[src/rtl/cache_line_xfer_ctrl_pkg.sv]
// Shared types and defaults for the cache-line transfer controller.
// Latency: n/a (types and constants only).
// Backpressure: n/a.
package cache_xfer_pkg;

  localparam int DEF_WORDS_PER_LINE = 8;
  localparam int DEF_WORD_W         = 32;
  localparam int DEF_ADDR_W         = 32;

  // Transfer sequencer states: optional write-back, then fill, then a done pulse.
  typedef enum logic [1:0] {
    IDLE = 2'd0,
    WB   = 2'd1,
    FILL = 2'd2,
    DONE = 2'd3
  } xfer_state_t;

  // Number of byte-offset bits covered by one cache line.
  function automatic int line_ofs_w(input int words, input int word_w);
    return $clog2((words * word_w) / 8);
  endfunction

endpackage

[src/rtl/cache_line_xfer_ctrl_line_word_buf.sv]
// Line-wide register written one word at a time; used to assemble the fetched line.
// Latency: a written word is visible on line the cycle after wr_en.
// Backpressure: none; one word write per cycle, caller decides when.
module line_word_buf #(
  parameter  int WORDS  = 8,
  parameter  int WORD_W = 32,
  localparam int LINE_W = WORDS * WORD_W,
  localparam int IDX_W  = $clog2(WORDS)
) (
  input  logic              clk,
  input  logic              rst,
  input  logic              wr_en,
  input  logic [IDX_W-1:0]  idx,
  input  logic [WORD_W-1:0] wdata,
  output logic [LINE_W-1:0] line
);

  logic [LINE_W-1:0] line_q;

  // Word-indexed write; a reset wipes any partially assembled line.
  always_ff @(posedge clk) begin
    if (rst) begin
      line_q <= '0;
    end else if (wr_en) begin
      line_q[idx*WORD_W +: WORD_W] <= wdata;
    end
  end

  assign line = line_q;

endmodule

[src/rtl/cache_line_xfer_ctrl.sv]
// Cache-line transfer sequencer: optional dirty write-back of 8 words, then 8-word fill.
// Latency: clean miss done 9 cycles after request, dirty 17 (zero-wait memory).
// Backpressure: each beat holds req/addr/data until mem_ack; xfer_req ignored while busy.
module cache_line_xfer_ctrl
  import cache_xfer_pkg::*;
#(
  parameter  int WORDS_PER_LINE = DEF_WORDS_PER_LINE,
  parameter  int WORD_W         = DEF_WORD_W,
  parameter  int ADDR_W         = DEF_ADDR_W,
  localparam int LINE_W         = WORDS_PER_LINE * WORD_W
) (
  input  logic              clk,
  input  logic              rst,
  input  logic              xfer_req,
  input  logic              victim_dirty,
  input  logic [ADDR_W-1:0] wb_addr,
  input  logic [ADDR_W-1:0] fill_addr,
  input  logic [LINE_W-1:0] wb_line,
  output logic              busy,
  output logic              done,
  output logic [LINE_W-1:0] fill_line,
  output logic              mem_req,
  output logic              mem_we,
  output logic [ADDR_W-1:0] mem_addr,
  output logic [WORD_W-1:0] mem_wdata,
  input  logic [WORD_W-1:0] mem_rdata,
  input  logic              mem_ack
);

  localparam int OFS_W   = line_ofs_w(WORDS_PER_LINE, WORD_W);
  localparam int BEAT_W  = $clog2(WORDS_PER_LINE);
  localparam int BYTE_SH = OFS_W - BEAT_W;
  localparam int BASE_W  = ADDR_W - OFS_W;

  typedef logic [BEAT_W-1:0] beat_t;
  localparam beat_t LAST_BEAT = beat_t'(WORDS_PER_LINE - 1);

  xfer_state_t       state_q, state_d;
  beat_t             beat_q, beat_d;
  // Only the line-aligned upper address bits are kept, so the per-beat
  // offset is concatenated below them and can never carry upward.
  logic [BASE_W-1:0] wb_base_q, wb_base_d;
  logic [BASE_W-1:0] fill_base_q, fill_base_d;
  logic [LINE_W-1:0] wb_line_q, wb_line_d;

  logic [OFS_W-1:0]  beat_ofs;
  logic              fill_wr_en;
  logic              unused_addr_lsbs;

  assign beat_ofs   = OFS_W'(beat_q) << BYTE_SH;
  assign fill_wr_en = (state_q == FILL) && mem_ack;

  // The in-line byte offset of each request is discarded by design.
  assign unused_addr_lsbs = ^{wb_addr[OFS_W-1:0], fill_addr[OFS_W-1:0]};

  // Next-state, beat counter and request latching.
  always_comb begin
    state_d     = state_q;
    beat_d      = beat_q;
    wb_base_d   = wb_base_q;
    fill_base_d = fill_base_q;
    wb_line_d   = wb_line_q;
    case (state_q)
      IDLE: begin
        if (xfer_req) begin
          wb_base_d   = wb_addr[ADDR_W-1:OFS_W];
          fill_base_d = fill_addr[ADDR_W-1:OFS_W];
          wb_line_d   = wb_line;
          beat_d      = '0;
          state_d     = victim_dirty ? WB : FILL;
        end
      end
      WB: begin
        if (mem_ack) begin
          // Natural wrap of the counter returns beat to 0 for the fill phase.
          beat_d = beat_q + beat_t'(1);
          if (beat_q == LAST_BEAT) begin
            state_d = FILL;
          end
        end
      end
      FILL: begin
        if (mem_ack) begin
          beat_d = beat_q + beat_t'(1);
          if (beat_q == LAST_BEAT) begin
            state_d = DONE;
          end
        end
      end
      DONE: begin
        // Acks and requests seen here are deliberately dropped.
        state_d = IDLE;
      end
      default: begin
        state_d = IDLE;
      end
    endcase
  end

  // State and latch registers.
  always_ff @(posedge clk) begin
    if (rst) begin
      state_q     <= IDLE;
      beat_q      <= '0;
      wb_base_q   <= '0;
      fill_base_q <= '0;
      wb_line_q   <= '0;
    end else begin
      state_q     <= state_d;
      beat_q      <= beat_d;
      wb_base_q   <= wb_base_d;
      fill_base_q <= fill_base_d;
      wb_line_q   <= wb_line_d;
    end
  end

  // Memory-side outputs decoded from registered state only, so they stay
  // stable for the whole beat regardless of when mem_ack arrives.
  always_comb begin
    busy      = (state_q != IDLE);
    done      = 1'b0;
    mem_req   = 1'b0;
    mem_we    = 1'b0;
    mem_addr  = '0;
    mem_wdata = '0;
    case (state_q)
      WB: begin
        mem_req   = 1'b1;
        mem_we    = 1'b1;
        mem_addr  = {wb_base_q, beat_ofs};
        mem_wdata = wb_line_q[beat_q*WORD_W +: WORD_W];
      end
      FILL: begin
        mem_req  = 1'b1;
        mem_addr = {fill_base_q, beat_ofs};
      end
      DONE: begin
        done = 1'b1;
      end
      default: begin
      end
    endcase
  end

  line_word_buf #(
    .WORDS  (WORDS_PER_LINE),
    .WORD_W (WORD_W)
  ) u_fill_buf (
    .clk   (clk),
    .rst   (rst),
    .wr_en (fill_wr_en),
    .idx   (beat_q),
    .wdata (mem_rdata),
    .line  (fill_line)
  );

endmodule

[config.mk]
export PLATFORM = sky130hd
export DESIGN_NAME = cache_line_xfer_ctrl
export DESIGN_NICKNAME = d
export VERILOG_FILES = /design/src/rtl/cache_line_xfer_ctrl_pkg.sv /design/src/rtl/cache_line_xfer_ctrl_line_word_buf.sv /design/src/rtl/cache_line_xfer_ctrl.sv
export SDC_FILE = /design/constraint.sdc
export NUM_CORES = 1
export LEC_CHECK = 0
export ABC_AREA = 1
export CORE_AREA = 3 3 266 268
export CTS_BUF_LIST = sky130_fd_sc_hd__clkbuf_4 sky130_fd_sc_hd__clkbuf_8 sky130_fd_sc_hd__clkbuf_16
export DETAILED_ROUTE_END_ITERATION = 7
export DIE_AREA = 0 0 269 271
export SYNTH_ARGS = -nofsm -noshare
export SYNTH_HDL_FRONTEND = slang
export SYNTH_SLANG_ARGS = --single-unit
[constraint.sdc]
create_clock -name clk -period 3.4 [get_ports clk]
set_clock_uncertainty 0.05 [all_clocks]
set_input_delay 0.51 -clock clk [delete_from_list [all_inputs] [get_ports clk]]
set_output_delay 0.51 -clock clk [all_outputs]
set_load 0.05 [all_outputs]
# Yosys cells after proc, flatten, opt, wreduce, memory -nomap -nowiden
# Cells that the tools add are included.
# classes
eq_ne	10
mux	16
addsub	2
n_reduce_logical	8
n_shift	3
# ops
operator	n
256-bit bitwise mux	1
32-bit by 34-bit variable shift with 256-bit output (first input constant)	1
256-bit by 9-bit variable part select with 32-bit output	1
32-bit by 34-bit variable part select with 256-bit output	1
32-bit one-hot mux with 2 select lines	1
8-bit negator with 34-bit output	1
32-bit 2-to-1 mux	1
2-bit 2-to-1 mux	6
2-bit != test (second input constant)	4
2-bit one-hot mux with 4 select lines	1
3-bit 2-to-1 mux	2
3-bit one-hot mux with 2 select lines	1
5-bit AND reduction	1
2-bit equality test (second input constant)	2
2-bit by 1-bit != test with 1-bit output (second input constant)	2
2-bit nonzero test	2
3-bit by 1-bit adder with 3-bit output (second input constant)	1
3-bit equality test (second input constant)	1
1-bit 2-to-1 mux	3
3-bit AND reduction	1
2-bit by 1-bit equality test with 1-bit output (second input constant)	1
2-bit logical NOT	1
2-bit AND reduction	1
2-bit OR reduction	1
1-bit logical AND	1
# word_totals
wordCells	45
out_inout_bits	324
in_bits	357
register_bits	571

# Longest topological paths before layout
# logic_depth
ltp_word	4
mapped_depth	13
mapped_depth_nobuf	10

# By module
# A second synthesis with hierarchy kept.
# hier_totals
cells_unflattened	3821
hier_area_um2	25296.8
# by_module_without_submodules
mod	seq_area_each_um2	cells_per_inst	area_each_um2	n_inst
cache_line_xfer_ctrl	6306.0	2157	14337.5	1
line_word_buf	5124.9	1664	10959.3	1

# Worst setup path after synthesis
# OpenSTA, ideal clock, no wires.
# synth_timing
path_kind	register -> output
start	reg state_q[0]
end	out mem_addr[2]
t_arrival_ns	2.537
required_time_ns	2.840
setup_slack_ns	0.303
path_stages_with_launch	6
cell_sequence	dfxtp_1 > inv_1 > ha_1 > inv_1 > clkbuf_1 > nor3_1
# synth_between
elab_chain_len	2
word_cells_on_any_way	3
cone_classes	2 x eq/ne; 1 x mux
# synth_lines
item	line_no	rtl
start: declaration	cache_line_xfer_ctrl.sv:38	xfer_state_t state_q, state_d;
start signal: assignment	cache_line_xfer_ctrl.sv:109	state_q <= state_d;
2-bit equality test / 2-bit by 1-bit equality test with 1-bit output (equally long branches)	cache_line_xfer_ctrl.sv:126	case (state_q)
32-bit one-hot mux with 2 select lines (*)	cache_line_xfer_ctrl.sv:126	
end: declaration	cache_line_xfer_ctrl.sv:24	output logic [ADDR_W-1:0] mem_addr,
# Mark *: on every way between the ends. The rest lies on a longest branch, timed or not.

# Final worst setup path
# layout_timing
start	reg state_q[1]
end	out mem_wdata[5]
# layout_between
elab_chain_len	2
# layout_lines
item	line_no	rtl
2-bit by 1-bit equality test with 1-bit output	cache_line_xfer_ctrl.sv:126	
32-bit 2-to-1 mux	cache_line_xfer_ctrl.sv:126	
end: declaration	cache_line_xfer_ctrl.sv:25	output logic [WORD_W-1:0] mem_wdata,
# Every way passes these cells.

==> impl_metrics.tcl <==
set metrics [dict create \
    worstSetupStartpoint "state_q[1]$_SDFFE_PP0P_" \
    fin_tns_setup_ps 0 \
    cp_slowest_stage_delay_ps 370 \
    dieArea_mm2 0.0729 \
    nets 4749 \
    synth.area.mux_share 0 \
    fp.coreArea_mm2 0.0686 \
    rsz0062_at_grt "false" \
    final-hold-violation-count 0 \
    worstHoldStart "wb_line_q[254]$_SDFFE_PP0P_" \
    yosysWarnings 0 \
    worstSkewPairLatency_ps 580 \
    die_x_um 269 \
    power_frac_seq 0.353 \
    cts-root-buf "clkbuf_16" \
    cp_top_family "buffers and inverters" \
    grt_pass1_vias 22900 \
    die_y_um 271 \
    antenna_found_initial 33 \
    crit_buf_inv 4 \
    regArea_mm2 0.0114 \
    fillers 7083 \
    min_to "wb_line_q[254]$_SDFFE_PP0P_" \
    cts.sinks 571 \
    slowest_stage "ha_4" \
    area_growth_pct 40.1 \
    cellInternalPower_uw 14700 \
    holdPathStages 2 \
    required_ps 2840 \
    slew_headroom 0.371 \
    grt_first_pass_wirelength_um 142000 \
    via_per_inst 4.68 \
    hold_buffers 0 \
    worst-setup-path-type "flip-flop to output pin" \
    p_leak_uw 0.0156 \
    rr_endpoint "u_fill_buf.line[53]$_SDFFE_PP0P_" \
    holdWs_ps 399 \
    maxCapViolations 0 \
    clk_pin_slew_ps 60 \
    crit_path_start_kind "flip-flop" \
    globalplace.congestion 0.863 \
    netlist_area_mm2 0.0250 \
    route.antenna.remaining_nets 0 \
    synth_top_cell_area_share 0.457 \
    hold_path_class "flip-flop to flip-flop" \
    cts_inserted_buffers 67 \
    synth_top_family_by_area "simple AND/OR/NAND/NOR gates" \
    clkPwrFrac 0.306 \
    cp_max_fo 27 \
    yosys-top-cells-area "dfxtp_1 46%, nor2_1 17%, nand2_1 11%, o21ai_0 8.4%, inv_1 5.4%" \
    yosys.area_share.simple 0.319 \
    r2r_setup_slack_ps 750 \
    synth-xor-area-share 0 \
    switching_share 0.377 \
    path_common_cell "buf_4" \
    cp_cell_sequence "inv_1, ha_4, buf_4, buf_4, nand2_1, nor2_1, buf_12" \
    power.switching_uw 8900 \
    setup_viol 0 \
    crit_cells 7 \
    cts_tree "yes" \
    ios 681 \
    finalPower_uw 23600 \
    fp-row-count 96 \
    grt_max_degree 117 \
    finalMaxSlewViolations 0 \
    synth_compound_area_frac 0.117 \
    synth_adder_area_share 0.00601 \
    start_util 0.364 \
    hpwl_um 71200 \
    pwr-share-comb 0.341 \
    reg2reg_depth 9 \
    vias 25200 \
    grt-ovfl-total 0 \
    synth.avg_cell_area_um2 6.50 \
    clockBufferDepth 3 \
    ys_seq_elements 571 \
    layout_common_cells "1132 x nor2_1, 721 x nand2_1, 606 x clkdlybuf4s50_1" \
    port_buffers 668 \
    drive_above_1_share 0.0567 \
    drc 0 \
    yosysSeqAreaShare 0.457 \
    post-route-period-util 0.948 \
    fin_crit_ps 3220 \
    crit_arrival_ps 2660 \
    fmax_ghz 0.310 \
    synth.largest_area_cell "dfxtp_1" \
    multi_input_area_mm2 0.0111 \
    final_common_cell "nor2_1" \
    cp-end-kind "output pin" \
    max_slew.worst_pin.slew_ps 942 \
    status "finished, final reports clean" \
    wl_per_cell_um 18.2 \
    synthesis.instances 3845 \
    finalWirelength_um 97900 \
    ir_drop_uv 442 \
    grt_usage 0.258 \
    firstDrtPassIters 6 \
    rr_startpoint "beat_q[2]$_SDFFE_PP0P_" \
    synth_cell_type_count 26 \
    htreeDepth 3 \
    power_density_mw_per_mm2 675 \
    drtIter0Drc 1827 \
]
-- cell usage after synthesis --
| cell type | number |
|---|---|
| o21ai_0 | 422 |
| nor2_1 | 1133 |
| nand3_2 | 3 |
| or2_2 | 1 |
| nor3_4 | 1 |
| nand2_1 | 723 |
| inv_2 | 4 |
| o21ai_1 | 4 |
| buf_2 | 82 |
| nand2_4 | 1 |
| inv_1 | 361 |
| buf_1 | 28 |
| nor3_2 | 3 |
| nand3_1 | 105 |
| buf_4 | 4 |
| dfxtp_1 | 571 |
| a21oi_1 | 160 |
| ha_1 | 12 |
| nand4_1 | 3 |
| clkbuf_1 | 151 |
| nor3_1 | 63 |
| nor2_2 | 2 |
| nor2_4 | 1 |
| buf_6 | 3 |
| conb_1 | 1 |
| nand2_2 | 3 |
-- sequential cells by signal, indices dropped and copies added (netlist names) --
register	cells
beat_q	3
fill_base_q	27
state_q	2
u_fill_buf.line	256
wb_base_q	27
wb_line_q	256
-- per-stage QoR --
stage	area [um2]	worst slack, ps	utilization	instances
2_1_floorplan	25000	303	-	3846
3_3_place_gp	32800	558	0.478	5242
3_5_place_dp	32800	565	0.478	5242
4_1_cts	35000	94.5	0.510	5360
5_1_grt	35000	43.4	0.510	5370
6_report	35000	177	0.511	5379
-- per-layer routing --
layer	wire, um	track usage	share of wire	vias to the layer above
met2	47400	0.443	0.48	761
met5	215	0	0.0022	-
met4	4270	0.125	0.044	32
met1	37600	0.285	0.38	11300
li1	-	-	-	12900
met3	8360	0.0838	0.085	174
-- tightest hold or removal path: cells and delay by family, from the launching register on --
family | cells | cell delay [ps]
flops | 1 | 290
buf+inv | 1 | 60
compound gates | 1 | 50
-- cell families after synthesis --
kind of cell | after synthesis
other | 1
buffers and inverters | 633
DFF | 571
adders and majority gates | 12
and+or+nand+nor | 2042
AOI/OAI and AO/OA | 586
-- layout make-up --
cell class                 instances  share of cell area
sequential                       571               0.327
tap                              931              0.0333
timing repair buffer             733               0.219
antenna                           19             0.00136
multi-input combinational       2642               0.317
clock buffer                      97              0.0582
clock inverter                    21             0.00490
inverter                         365              0.0396
-- timing repair --
action	in CTS	in global routing
gates resized for setup	23	0
endpoints found under the setup margin	30	0
buffers inserted	0	0
-- worst max path at each step --
stage,slack (ps),end
after detailed placement,570,mem_wdata[5]
after global routing,40,mem_addr[4]
after CTS,90,mem_wdata[5]
after floorplan,300,mem_addr[2]
after global placement,560,mem_wdata[5]
final,180,mem_wdata[5]
-- power by group through the flow --
stage,logic (uW),registers [uW],clock network [uW]
floorplan,4790,8710,0
global placement,8060,8440,0
detailed placement,8110,8480,0
CTS,8130,8340,7390
global route,8920,8460,7660
finish,8060,8340,7240
(Power assumes the default switching activity.)
